$ cat config.mk
export PLATFORM = sky130hd
export DESIGN_NAME = ntt_butterfly_sched
export DESIGN_NICKNAME = d
export VERILOG_FILES = /design/src/rtl/ntt_butterfly_sched.sv
export SDC_FILE = /design/constraint.sdc
export NUM_CORES = 1
export LEC_CHECK = 0
export BUFFER_PORTS_ARGS = -buffer_cell sky130_fd_sc_hd__buf_2
export CAP_MARGIN = 20
export CORE_MARGIN = 3
export CORE_UTILIZATION = 40
export DETAILED_ROUTE_END_ITERATION = 8
export SLEW_MARGIN = 25
export SYNTH_ARGS = -nofsm -noshare
export SYNTH_HDL_FRONTEND = slang
export SYNTH_SLANG_ARGS = --single-unit
$ cat constraint.sdc
create_clock -name clk_i -period 5.4 [get_ports clk_i]
set_input_delay 0.54 -clock clk_i [delete_from_list [all_inputs] [get_ports clk_i]]
set_output_delay 0.54 -clock clk_i [all_outputs]
set_load 0.05 [all_outputs]
$ cat src/rtl/ntt_butterfly_sched.sv
// ============================================================================
// ntt_butterfly_sched: walks all NTT layers (CT forward / GS inverse), issuing
// read/twiddle addresses per butterfly and delayed write-back addresses.
// Revision: 1.0
// ============================================================================
`default_nettype none

module ntt_butterfly_sched #(
  parameter int LOG_N = 8,
  parameter int LAT   = 4
) (
  input  logic             clk_i,
  input  logic             rst_i,
  input  logic             start_i,
  input  logic             inverse_i,
  output logic             busy_o,
  output logic             done_o,
  output logic             valid_o,
  input  logic             ready_i,
  output logic [LOG_N-1:0] rd_addr_a_o,
  output logic [LOG_N-1:0] rd_addr_b_o,
  output logic [LOG_N-1:0] tw_addr_o,
  output logic             sel_butterfly_o,
  output logic             wr_en_o,
  output logic [LOG_N-1:0] wr_addr_a_o,
  output logic [LOG_N-1:0] wr_addr_b_o
);

  localparam int N  = 1 << LOG_N;
  localparam int LW = $clog2(LOG_N + 1);
  localparam int DW = (LAT > 1) ? $clog2(LAT) : 1;

  typedef enum logic [1:0] {S_IDLE, S_ISSUE, S_DRAIN, S_DONE} state_t;

  state_t             state_q, state_d;
  logic               inv_q, inv_d;
  logic [LOG_N-1:0]   j_q, j_d;
  logic [LOG_N-1:0]   len_q, len_d;
  logic [LOG_N-1:0]   k_q, k_d;
  logic [LOG_N-2:0]   bf_q, bf_d;
  logic [LW-1:0]      layer_q, layer_d;
  logic [DW-1:0]      drain_q, drain_d;
  logic [LAT-1:0]     wb_en_q, wb_en_d;
  logic [LOG_N-1:0]   wb_a_q [LAT];
  logic [LOG_N-1:0]   wb_a_d [LAT];
  logic [LOG_N-1:0]   wb_b_q [LAT];
  logic [LOG_N-1:0]   wb_b_d [LAT];

  logic               hs;
  logic [LOG_N-1:0]   j_inc;
  logic               group_end;
  logic               last_bf;
  logic               last_layer;

  assign hs         = (state_q == S_ISSUE) && ready_i;
  assign j_inc      = j_q + 1'b1;
  // Crossing into the len bit means the current group is exhausted.
  assign group_end  = |(j_inc & len_q);
  assign last_bf    = &bf_q;
  assign last_layer = (layer_q == LW'(LOG_N - 1));

  always_comb begin
    state_d = state_q;
    inv_d   = inv_q;
    j_d     = j_q;
    len_d   = len_q;
    k_d     = k_q;
    bf_d    = bf_q;
    layer_d = layer_q;
    drain_d = drain_q;
    case (state_q)
      S_IDLE: begin
        if (start_i) begin
          state_d = S_ISSUE;
          inv_d   = inverse_i;
          j_d     = '0;
          bf_d    = '0;
          layer_d = '0;
          len_d   = inverse_i ? LOG_N'(1) : LOG_N'(N / 2);
          k_d     = inverse_i ? LOG_N'(N - 1) : LOG_N'(1);
        end
      end
      S_ISSUE: begin
        if (hs) begin
          bf_d = bf_q + 1'b1;
          j_d  = group_end ? (j_inc + len_q) : j_inc;
          // k stops on its final value so it never wraps past 0 / N-1.
          if (group_end && !(last_bf && last_layer)) begin
            k_d = inv_q ? (k_q - 1'b1) : (k_q + 1'b1);
          end
          if (last_bf) begin
            state_d = S_DRAIN;
            drain_d = '0;
            j_d     = '0;
            layer_d = layer_q + 1'b1;
            if (!last_layer) begin
              len_d = inv_q ? (len_q << 1) : (len_q >> 1);
            end
          end
        end
      end
      S_DRAIN: begin
        if (drain_q == DW'(LAT - 1)) begin
          state_d = (layer_q == LW'(LOG_N)) ? S_DONE : S_ISSUE;
        end else begin
          drain_d = drain_q + 1'b1;
        end
      end
      default: state_d = S_IDLE;
    endcase
  end

  always_comb begin
    wb_en_d    = '0;
    wb_en_d[0] = hs;
    wb_a_d[0]  = j_q;
    wb_b_d[0]  = j_q + len_q;
    for (int i = 1; i < LAT; i++) begin
      wb_en_d[i] = wb_en_q[i-1];
      wb_a_d[i]  = wb_a_q[i-1];
      wb_b_d[i]  = wb_b_q[i-1];
    end
  end

  always_ff @(posedge clk_i or posedge rst_i) begin
    if (rst_i) begin
      state_q <= S_IDLE;
      inv_q   <= 1'b0;
      j_q     <= '0;
      len_q   <= '0;
      k_q     <= '0;
      bf_q    <= '0;
      layer_q <= '0;
      drain_q <= '0;
      wb_en_q <= '0;
      for (int i = 0; i < LAT; i++) begin
        wb_a_q[i] <= '0;
        wb_b_q[i] <= '0;
      end
    end else begin
      state_q <= state_d;
      inv_q   <= inv_d;
      j_q     <= j_d;
      len_q   <= len_d;
      k_q     <= k_d;
      bf_q    <= bf_d;
      layer_q <= layer_d;
      drain_q <= drain_d;
      wb_en_q <= wb_en_d;
      for (int i = 0; i < LAT; i++) begin
        wb_a_q[i] <= wb_a_d[i];
        wb_b_q[i] <= wb_b_d[i];
      end
    end
  end

  assign busy_o          = (state_q != S_IDLE);
  assign done_o          = (state_q == S_DONE);
  assign valid_o         = (state_q == S_ISSUE);
  assign rd_addr_a_o     = valid_o ? j_q : '0;
  assign rd_addr_b_o     = valid_o ? (j_q + len_q) : '0;
  assign tw_addr_o       = valid_o ? k_q : '0;
  assign sel_butterfly_o = inv_q;
  assign wr_en_o         = wb_en_q[LAT-1];
  assign wr_addr_a_o     = wb_a_q[LAT-1];
  assign wr_addr_b_o     = wb_b_q[LAT-1];

endmodule

`default_nettype wire

==> impl_metrics.csv, run 1 <==
group,metric,value,unit
status,status,"finished, final reports clean",
floorplanning,fp-row-count,39,
drt,wl_met3,378,um
floorplanning,start_util,41.43,%
yosys,yosysWarnings,0,
layout,n_antenna_cell,0,
global_routing,track_usage,14.76,%
critical_path,crit_family,"compound AO/OA/AOI/OAI gates",
floorplanning,io_pins,50,
clock_network,cts_hold_buf,0,
clock_network,clk_pin_slew,0.08,ns
critical_path,path_cells,"ha_1 -> inv_1 -> fa_1 -> nor2b_1 -> o21ai_0 -> a21oi_1 -> o21ai_0 -> a21oi_1 -> a311oi_1 -> buf_2",
yosys,synth_seq_cells,108,
yosys,synthesis.instances,422,
yosys,synth_area_per_cell,11.31,um2
clock_network,cts_tree,"built",
run,cap_violations,0,
clock_network,cts.sinks,108,
yosys,ys_types,48,
floorplanning,coreArea,11520,um2
critical_path,cp-end-kind,"output pin",
placement,place_congestion,0.8550,
sta,fin_skew,0.01111,ns
clock_network,clk_latency,0.35,ns
sta,fin_crit,3.404,ns
sta,slew_headroom,39.53,%
yosys,synthAdderAreaFrac,8.078,%
drt,vias,3174,
sta,worstMarginPinSlew,0.9060,ns
power,total_power,3.242,mW
drt,wl_per_cell,14.93,um
floorplanning,die_area,13270,um2
clock_network,post_cts_buffers,0,
layout,drive_above_1_share,16.14,%
clock_network,cts_resized,0,
clock_network,root_buffer,"clkbuf_16",
sta,hold_viol_final,0,
yosys,synthFlopType,"dfrtp_1",
yosys,synth_edf_count,0,
min_path,hp-class,"in2async",
global_routing,grt_max_degree,71,
drt,wl_met2,4289,um
yosys,synth_xor_area_share,3.855,%
global_routing,grt_pass1_vias,3090,
yosys,synth_top_family_by_area,"simple AND/OR/NAND/NOR gates",
sta,rsz0062_at_grt,"no",
sta,setup_slack,1.997,ns
yosys,netlist_area,4771,um2
layout,stdcell_count,620,
clock_network,ctsLongestPathBuffers,2,
drt,drtAntennaViolNets,0,
global_routing,antenna_found_initial,0,
critical_path,crit_path_start,"j_q[0]",
sta,finalSetupTns,0,ns
yosys,ys_seq_area_share,56.65,%
floorplanning,die_w,115.2,um
power,max-vdd-ir-drop,170.1,uV
placement,post-dp-hpwl,6530,um
critical_path,required,4.86,ns
drt,top_layer,"met4",
placement,dp_slack,2.221,ns
yosys,async_flop_share,100.0,%
yosys,synth_area_leader_cell,"dfrtp_1",
layout,fill_cells,1059,
yosys,synth_common_cells,"108 x dfrtp_1, 36 x nor2_1, 34 x nand2_1",
power,power_density,595.3,nW/um2
drt,drt-total-wl,9257,um
drt,vias_per_cell,5.119,
placement,placed_cell_area,5145,um2
clock_network,numCtsBuffers,9,
critical_path,worstReg2RegStart,"j_q[0]",
critical_path,crit_type,"reg2out",
drt,drc,0,
critical_path,startpoint_type,"flop",
layout,syn2layout_area_growth,14.14,%
critical_path,critPathBufInv,2,
yosys,synthMuxAreaShare,3.383,%
layout,final_util,47.28,%
yosys,synthSimpleGateAreaFrac,13.11,%
yosys,netlist_top_cells_area,"dfrtp_1 57%, ha_1 6.8%, mux2i_1 3.1%",
placement,io_buffers,49,
layout,multiInputGateArea,1918,um2
sta,slew_violations,0,
global_routing,overflow,0,
sta,post-route-period-util,63.03,%
layout,final_area,5445,um2
global_routing,grt_first_pass_wirelength,15290,um
critical_path,path_max_fanout,7,
critical_path,max_stage_delay,0.45,ns
clock_network,htreeDepth,3,
yosys,yosysMostFrequentCell,"dfrtp_1",
power,p_leak,2.700,nW
yosys,syn-num-nets,456,
sta,max_freq,0.2938,GHz
sta,holdWs,0.2107,ns
floorplanning,die_h,115.2,um
critical_path,critPathArrivalTime,2.86,ns
drt,wirelength_met1,4423,um
critical_path,cp_slowest_cell,"dfrtp_1",
drt,drt_iter0_drc,214,
yosys,synth_compound_area_share,11.78,%
sta,finalSetupViolCount,0,
placement,dp.cells,604,
yosys,yosysTopAreaCellShare,56.65,%
layout,seqCellArea,2703,um2
layout,layout.nets,506,
drt,first_pass_iters,4,
## layer usage
layer	up-vias	track usage, %
li1	1563	-
met1	1528	19.59
met2	69	23.50
met3	14	3.421
met4	0	5.869
met5	-	0
## path summary, 6_finish.rpt
| path | endpoint | slack, ns | cells past startpoint |
|---|---|---|---|
| worst min register to register | wb_b_d[7] | 0.35 | 0 |
| max in group asynchronous | len_q[3] | 3.97 | 3 |
| worst min-delay path | j_q[0] | 0.21 | 2 |
| min in group clk_i | wb_b_d[7] | 0.35 | 0 |
| worst max register to register | k_q[5] | 2.24 | 10 |
| worst max-delay path | rd_addr_b_o[6] | 2.00 | 10 |
## registers in the layout, summed over array words and instances, names as in the netlist, 7 cells and up
register	count
wb_b_d	24
wr_addr_b_o	8
k_q	8
j_q	8
bf_q	7
wb_a_d	24
wr_addr_a_o	8
len_q	8
## cell families (layout without fill, tap and decap cells)
kind of cell,count (synthesis),in the layout
AND/OR/NAND/NOR,129,129
buffers and inverters,35,90
flip-flops,108,108
multiplexers,16,16
XOR/XNOR,21,21
adder cells (fa/ha/maj),29,29
AO/OA/AOI/OAI,84,84
## layout by cell type (no fill, tap or decap), types with 6 or more instances in the layout
cell type,n
o31ai_1,6
nand2_1,34
buf_2,49
nor2b_1,6
xor2_1,11
xnor2_1,10
a31oi_1,7
nand3_1,12
nor2_1,36
o21ai_0,28
mux2i_1,15
dfrtp_1,108
a21oi_1,13
and2_1,17
clkbuf_16,9
inv_1,23
ha_1,26
## power breakdown
part	internal (mW)	switching, mW	total (mW)
Combinational	0.425	0.921	1.35
Sequential	1.07	0.165	1.24
Clock	0.341	0.317	0.657
## final cells by class
class	instances	share of cell area [%]
inverters	24	1.700
clock inverters	6	1.126
clock buffers	10	4.389
flip-flops and latches	108	49.63
multi-input cells	279	35.23
repair buffers	50	4.642
well taps	143	3.286
Power figures use the tool's default switching activity.
==> run 2: changes to the inputs <==
- clock period: 5.4 -> 2.8 ns (I/O delays scaled with it)
==> run 2 against run 1 <==
Effect of this change:
- core utilization grew 2.3 points
- first-iteration DRC count shrank 9.3%
- clock power grew 99%
- register-to-register slack lost 2.0 ns
- clock skew shrank 0.0026 ns
- via count grew 2.6%
==> impl_metrics.csv, run 2 (synthesis gave the netlist of run 1 again) <==
group,metric,value,unit
status,status,"finished, final reports clean",
global_routing,track_usage,14.91,%
drt,vias_per_cell,5.075,
sta,hold_viol_final,0,
power,max-vdd-ir-drop,357.7,uV
power,switchingPower,2.697,mW
sta,setup_slack,0.08832,ns
critical_path,cpMostUsedCell,"o21ai_2",
critical_path,max_stage_delay,0.41,ns
sta,post-route-period-util,96.85,%
run,cap_violations,0,
drt,vias,3258,
floorplanning,io_pins,50,
power,p_leak,2.820,nW
sta,fin_skew,0.008521,ns
layout,fill_cells,1000,
critical_path,cp_slowest_cell,"fa_2",
layout,n_antenna_cell,0,
critical_path,path_max_fanout,3,
drt,wl_per_cell,14.66,um
layout,drive_above_1_share,23.45,%
drt,first_pass_iters,4,
layout,final_cell_mix,"102 x dfrtp_1, 47 x buf_2, 36 x nor2_1, 34 x nand2_1, 26 x o21ai_0",
power,seq_power_share,36.3,%
critical_path,critPathBufInv,2,
floorplanning,die_w,115.2,um
power,pwr-share-clk,20.2,%
critical_path,startpoint_type,"flop",
sta,finalSetupTns,0,ns
drt,drt-total-wl,9410,um
clock_network,clk_pin_slew,0.07,ns
placement,post-dp-hpwl,6463,um
critical_path,path_cells,"ha_2 -> inv_2 -> fa_2 -> nor2b_2 -> o21ai_2 -> a21oi_2 -> o21ai_2 -> a311oi_2 -> buf_6",
critical_path,path_depth,9,
floorplanning,die_area,13270,um2
clock_network,cts_hold_buf,0,
global_routing,overflow,0,
placement,place_congestion,0.8450,
global_routing,grt_max_degree,49,
critical_path,critPathArrivalTime,2.43,ns
sta,slew_violations,0,
clock_network,numCtsBuffers,9,
global_routing,grt_pass1_vias,3161,
power,total_power,6.457,mW
placement,dp_slack,0.07719,ns
sta,slew_headroom,47.29,%
drt,drc,0,
critical_path,cp-end-kind,"output pin",
layout,layout_commonest_cell,"dfrtp_1",
floorplanning,fp-row-count,39,
critical_path,crit_type,"reg2out",
sta,fin_crit,2.712,ns
layout,syn2layout_area_growth,19.67,%
power,p_comb_share,43.5,%
placement,io_buffers,49,
clock_network,clk_latency,0.35,ns
critical_path,endpoint,"rd_addr_b_o[6]",
critical_path,required,2.52,ns
min_path,hp-class,"in2async",
layout,layout.nets,528,
drt,drt_iter0_drc,194,
sta,worstMarginPinSlew,0.7890,ns
sta,finalSetupViolCount,0,
clock_network,root_buffer,"clkbuf_16",
critical_path,crit_family,"compound AO/OA/AOI/OAI gates",
critical_path,crit_path_start,"j_q[0]",
critical_path,worstReg2RegStart,"j_q[0]",
global_routing,grt_first_pass_wirelength,15510,um
clock_network,ctsLongestPathBuffers,2,
floorplanning,coreArea,11520,um2
floorplanning,die_h,115.2,um
power,internal_power,3.761,mW
floorplanning,start_util,41.43,%
power,switching_share,41.76,%
critical_path,r2r-end,"j_q[7]",
critical_path,rr_worst_depth,9,
drt,drtAntennaViolNets,0,
clock_network,cts.sinks,108,
global_routing,antenna_found_initial,0,
clock_network,htreeDepth,3,
sta,max_freq,0.3688,GHz
critical_path,r2r_setup_slack,0.20,ns
clock_network,cts_tree,"built",
power,power_density,1131,nW/um2
## run 2: changes by cell type in the layout (fill, tap and decap cells not counted), sizes merged
cell,change
buf,+22
inv,-3
clkinv,+2
bufinv,+1
## run 2: final cells by class
type	instances	area (um2)	share of cell area (%)
Clock inverter	6	81.33	1.425
Tap cell	143	178.9	3.134
Inverter	24	93.84	1.644
Clock buffer	10	229.0	4.011
Multi-Input combinational cell	279	1973	34.56
Sequential cell	108	2710	47.47
Timing Repair Buffer	72	442.9	7.758
## run 2: how the worst min path moves through the flow
stage / cells after the start / slack (ns) / startpoint / endpoint
finish: 2 / 0.07 / rst_i / wb_b_d[15]
global route: 2 / 0.12 / rst_i / wb_en_q[3]
CTS: 2 / 0.09 / rst_i / wr_addr_a_o[7]
detailed placement: 0 / 0.33 / wb_a_d[8] / wb_a_d[0]
global placement: 0 / 0.33 / wb_b_d[11] / wb_b_d[3]
floorplan: 0 / 0.33 / wb_a_d[8] / wb_a_d[0]
## run 2: power groups by stage
stage	combinational (mW)	clock, mW	sequential [mW]
4_1_cts	2.68	1.35	2.36
3_5_place_dp	2.65	0	2.38
2_1_floorplan	1.78	0	2.65
3_3_place_gp	2.62	0	2.36
5_1_grt	3.07	1.41	2.41
6_report	2.81	1.31	2.34
## run 2: timing repair
action	in CTS	in global routing
setup buffers	1	12
hold endpoints to repair	0	0
pin swaps	4	6
gates resized for setup	9	15
endpoints found under the setup margin	2	2
cloned	0	0
## run 2: worst register-to-register path, cell delays in order (launching register included)
cell and delay, ns:
dfrtp_2 0.43, buf_4 0.15, ha_1 0.21, xor2_1 0.23, ha_1 0.31, nor2b_1 0.16
a311o_1 0.38, a31oi_1 0.23, mux2i_1 0.12, a221o_1 0.27
## run 2: through the flow
step | util, % | instances | instance area [um2] | hold WS [ns]
2_1_floorplan | - | 422 | 4781 | 0.3312
3_3_place_gp | 45.44 | 613 | 5233 | 0.3312
3_5_place_dp | 45.44 | 613 | 5233 | 0.3347
4_1_cts | 48.38 | 630 | 5572 | 0.09082
5_1_grt | 49.58 | 642 | 5709 | 0.1228
6_report | 49.58 | 642 | 5709 | 0.07136
## run 2: per-layer routing
| layer | global-route usage (%) | vias up | share of wire [%] |
|---|---|---|---|
| met5 | 0 | - | 0 |
| met4 | 5.086 | 0 | 1.5 |
| met3 | 3.895 | 13 | 3.7 |
| met2 | 23.46 | 57 | 48 |
| met1 | 20.09 | 1588 | 47 |
| li1 | - | 1600 | - |
==> run 3: changes to the inputs <==
- CORE_MARGIN: 3 -> 1.5
- CORE_UTILIZATION: 40 -> 53
- PLACE_DENSITY: unset -> 0.76
==> run 3 against run 2 <==
Effect of this change:
- combinational power increased by 3%
- highest routed layer unchanged
- cell count decreased by 5.0%
- via count increased by 3.2%
- core utilization increased by 15 points
- worst hold slack improved by 0.16 ns
- count of clock-buffer cells in the layout decreased by 1
- power decreased by 4.3%
- register-to-register slack got worse by 0.08 ns
- maximum frequency decreased by 0.86%
- critical endpoint is now rd_addr_b_o[7]
- first-iteration DRC count decreased by 14%
- clock power decreased by 27%
==> impl_metrics.csv, run 3 (synthesis gave the netlist of run 1 again) <==
group,metric,value,unit
status,status,"finished, final reports clean",
critical_path,required,2.52,ns
floorplanning,fp-row-count,34,
clock_network,numCtsBuffers,9,
drt,drt_iter0_drc,167,
sta,setup_slack,0.06469,ns
power,max-vdd-ir-drop,461.2,uV
global_routing,grt_first_pass_wirelength,15690,um
sta,finalSetupViolCount,0,
clock_network,root_buffer,"clkbuf_8",
critical_path,crit_type,"reg2out",
placement,io_buffers,49,
sta,slew_violations,0,
clock_network,ctsLongestPathBuffers,2,
placement,post-dp-hpwl,6504,um
critical_path,r2r_setup_slack,0.12,ns
placement,placed_cell_area,5181,um2
drt,drc,0,
sta,fin_crit,2.735,ns
clock_network,clk_pin_slew,0.10,ns
power,p_leak,2.797,nW
sta,slew_headroom,57.49,%
placement,dp.cells,577,
drt,drt-total-wl,9506,um
critical_path,critPathArrivalTime,2.46,ns
global_routing,track_usage,20.54,%
sta,hold_viol_final,0,
sta,max_freq,0.3656,GHz
critical_path,startpoint_type,"flop",
sta,finalSetupTns,0,ns
layout,final_cell_mix,"103 x dfrtp_1, 46 x buf_2, 35 x nor2_1, 34 x nand2_1, 26 x o21ai_0",
drt,first_pass_iters,5,
sta,holdWs,0.2303,ns
power,power_density,1100,nW/um2
critical_path,path_max_fanout,5,
layout,final_area,5618,um2
sta,worstMarginPinSlew,0.6370,ns
power,total_power,6.181,mW
run,cap_violations,0,
floorplanning,die_w,97.88,um
layout,drive_above_1_share,24.50,%
global_routing,grt_pass1_vias,3339,
layout,fill_cells,649,
floorplanning,die_area,9580,um2
sta,rsz0062_at_grt,"yes",
layout,multiInputGateArea,1996,um2
placement,dp_slack,0.09366,ns
critical_path,cp-end-kind,"output pin",
layout,final_util,64.42,%
clock_network,htreeDepth,3,
layout,layout.nets,531,
drt,vias,3363,
sta,fin_skew,0.007030,ns
drt,wl_per_cell,15.58,um
clock_network,cts_tree,"built",
drt,drtAntennaViolNets,0,
layout,n_antenna_cell,0,
floorplanning,io_pins,50,
floorplanning,coreArea,8721,um2
floorplanning,die_h,97.88,um
clock_network,clk_latency,0.38,ns
drt,vias_per_cell,5.513,
layout,layout_commonest_cell,"dfrtp_1",
min_path,hp-class,"in2reg",
layout,syn2layout_area_growth,17.76,%
layout,seqCellArea,2709,um2
global_routing,antenna_found_initial,0,
sta,post-route-period-util,97.69,%
layout,stdcell_count,610,
placement,place_congestion,0.9018,
global_routing,grt_max_degree,59,
clock_network,cts.sinks,108,
floorplanning,start_util,54.71,%
global_routing,overflow,0,
[run 3: changes by cell type in the layout (fill, tap and decap cells not counted), moves of 2 or more]
cell       change
clkbuf_16      -9
clkbuf_8       +9
inv_6          -2
inv_8          +4
[run 3: what timing repair did]
item / in CTS / in global routing
hold buffers: 1 / 0
hold endpoints to repair: 24 / 0
gates resized for setup: 11 / 21
buffers inserted: 6 / 10
gates cloned: 0 / 0
pin swaps: 2 / 11
setup endpoints to repair: 2 / 11
[run 3: report_power, final]
group          total, mW  switching, mW  internal (mW)
clock              0.958          0.593          0.365
sequential          2.34          0.268           2.07
combinational       2.89           1.90          0.987
total               6.18           2.76           3.42
[run 3: path summary, 6_finish.rpt]
path / start / cells past startpoint / end
setup / recovery: len_q[2] / 7 / rd_addr_b_o[7]
hold / removal: start_i / 3 / state_q[0]
setup reg to reg: j_q[1] / 10 / j_q[7]
hold reg to reg: wb_b_d[19] / 0 / wb_b_d[11]
max in group asynchronous: rst_i / 4 / len_q[2]
min in group asynchronous: rst_i / 3 / k_q[6]
[run 3: layout make-up]
class / instances / share of cell area [%]
multi-input combinational: 279 / 35.52
clock inverter: 7 / 1.403
inverter: 24 / 1.670
timing repair buffer: 75 / 8.575
sequential: 108 / 48.22
clock buffer: 9 / 2.205
tap: 108 / 2.405
[run 3: critical path: stages, from the launching register on]
cell	delay (ns)
dfrtp_2	0.46
ha_1	0.34
nor2b_1	0.17
a311o_1	0.28
o31a_1	0.34
xnor2_2	0.19
and2_4	0.17
buf_8	0.13
[run 3: layer usage]
metal / vias up / share of wire, % / track usage, %
met5: - / 0 / 0
met4: 0 / 1.6 / 6.703
met2: 85 / 51 / 34.91
li1: 1601 / - / -
met3: 17 / 4.2 / 4.295
met1: 1660 / 43 / 26.42
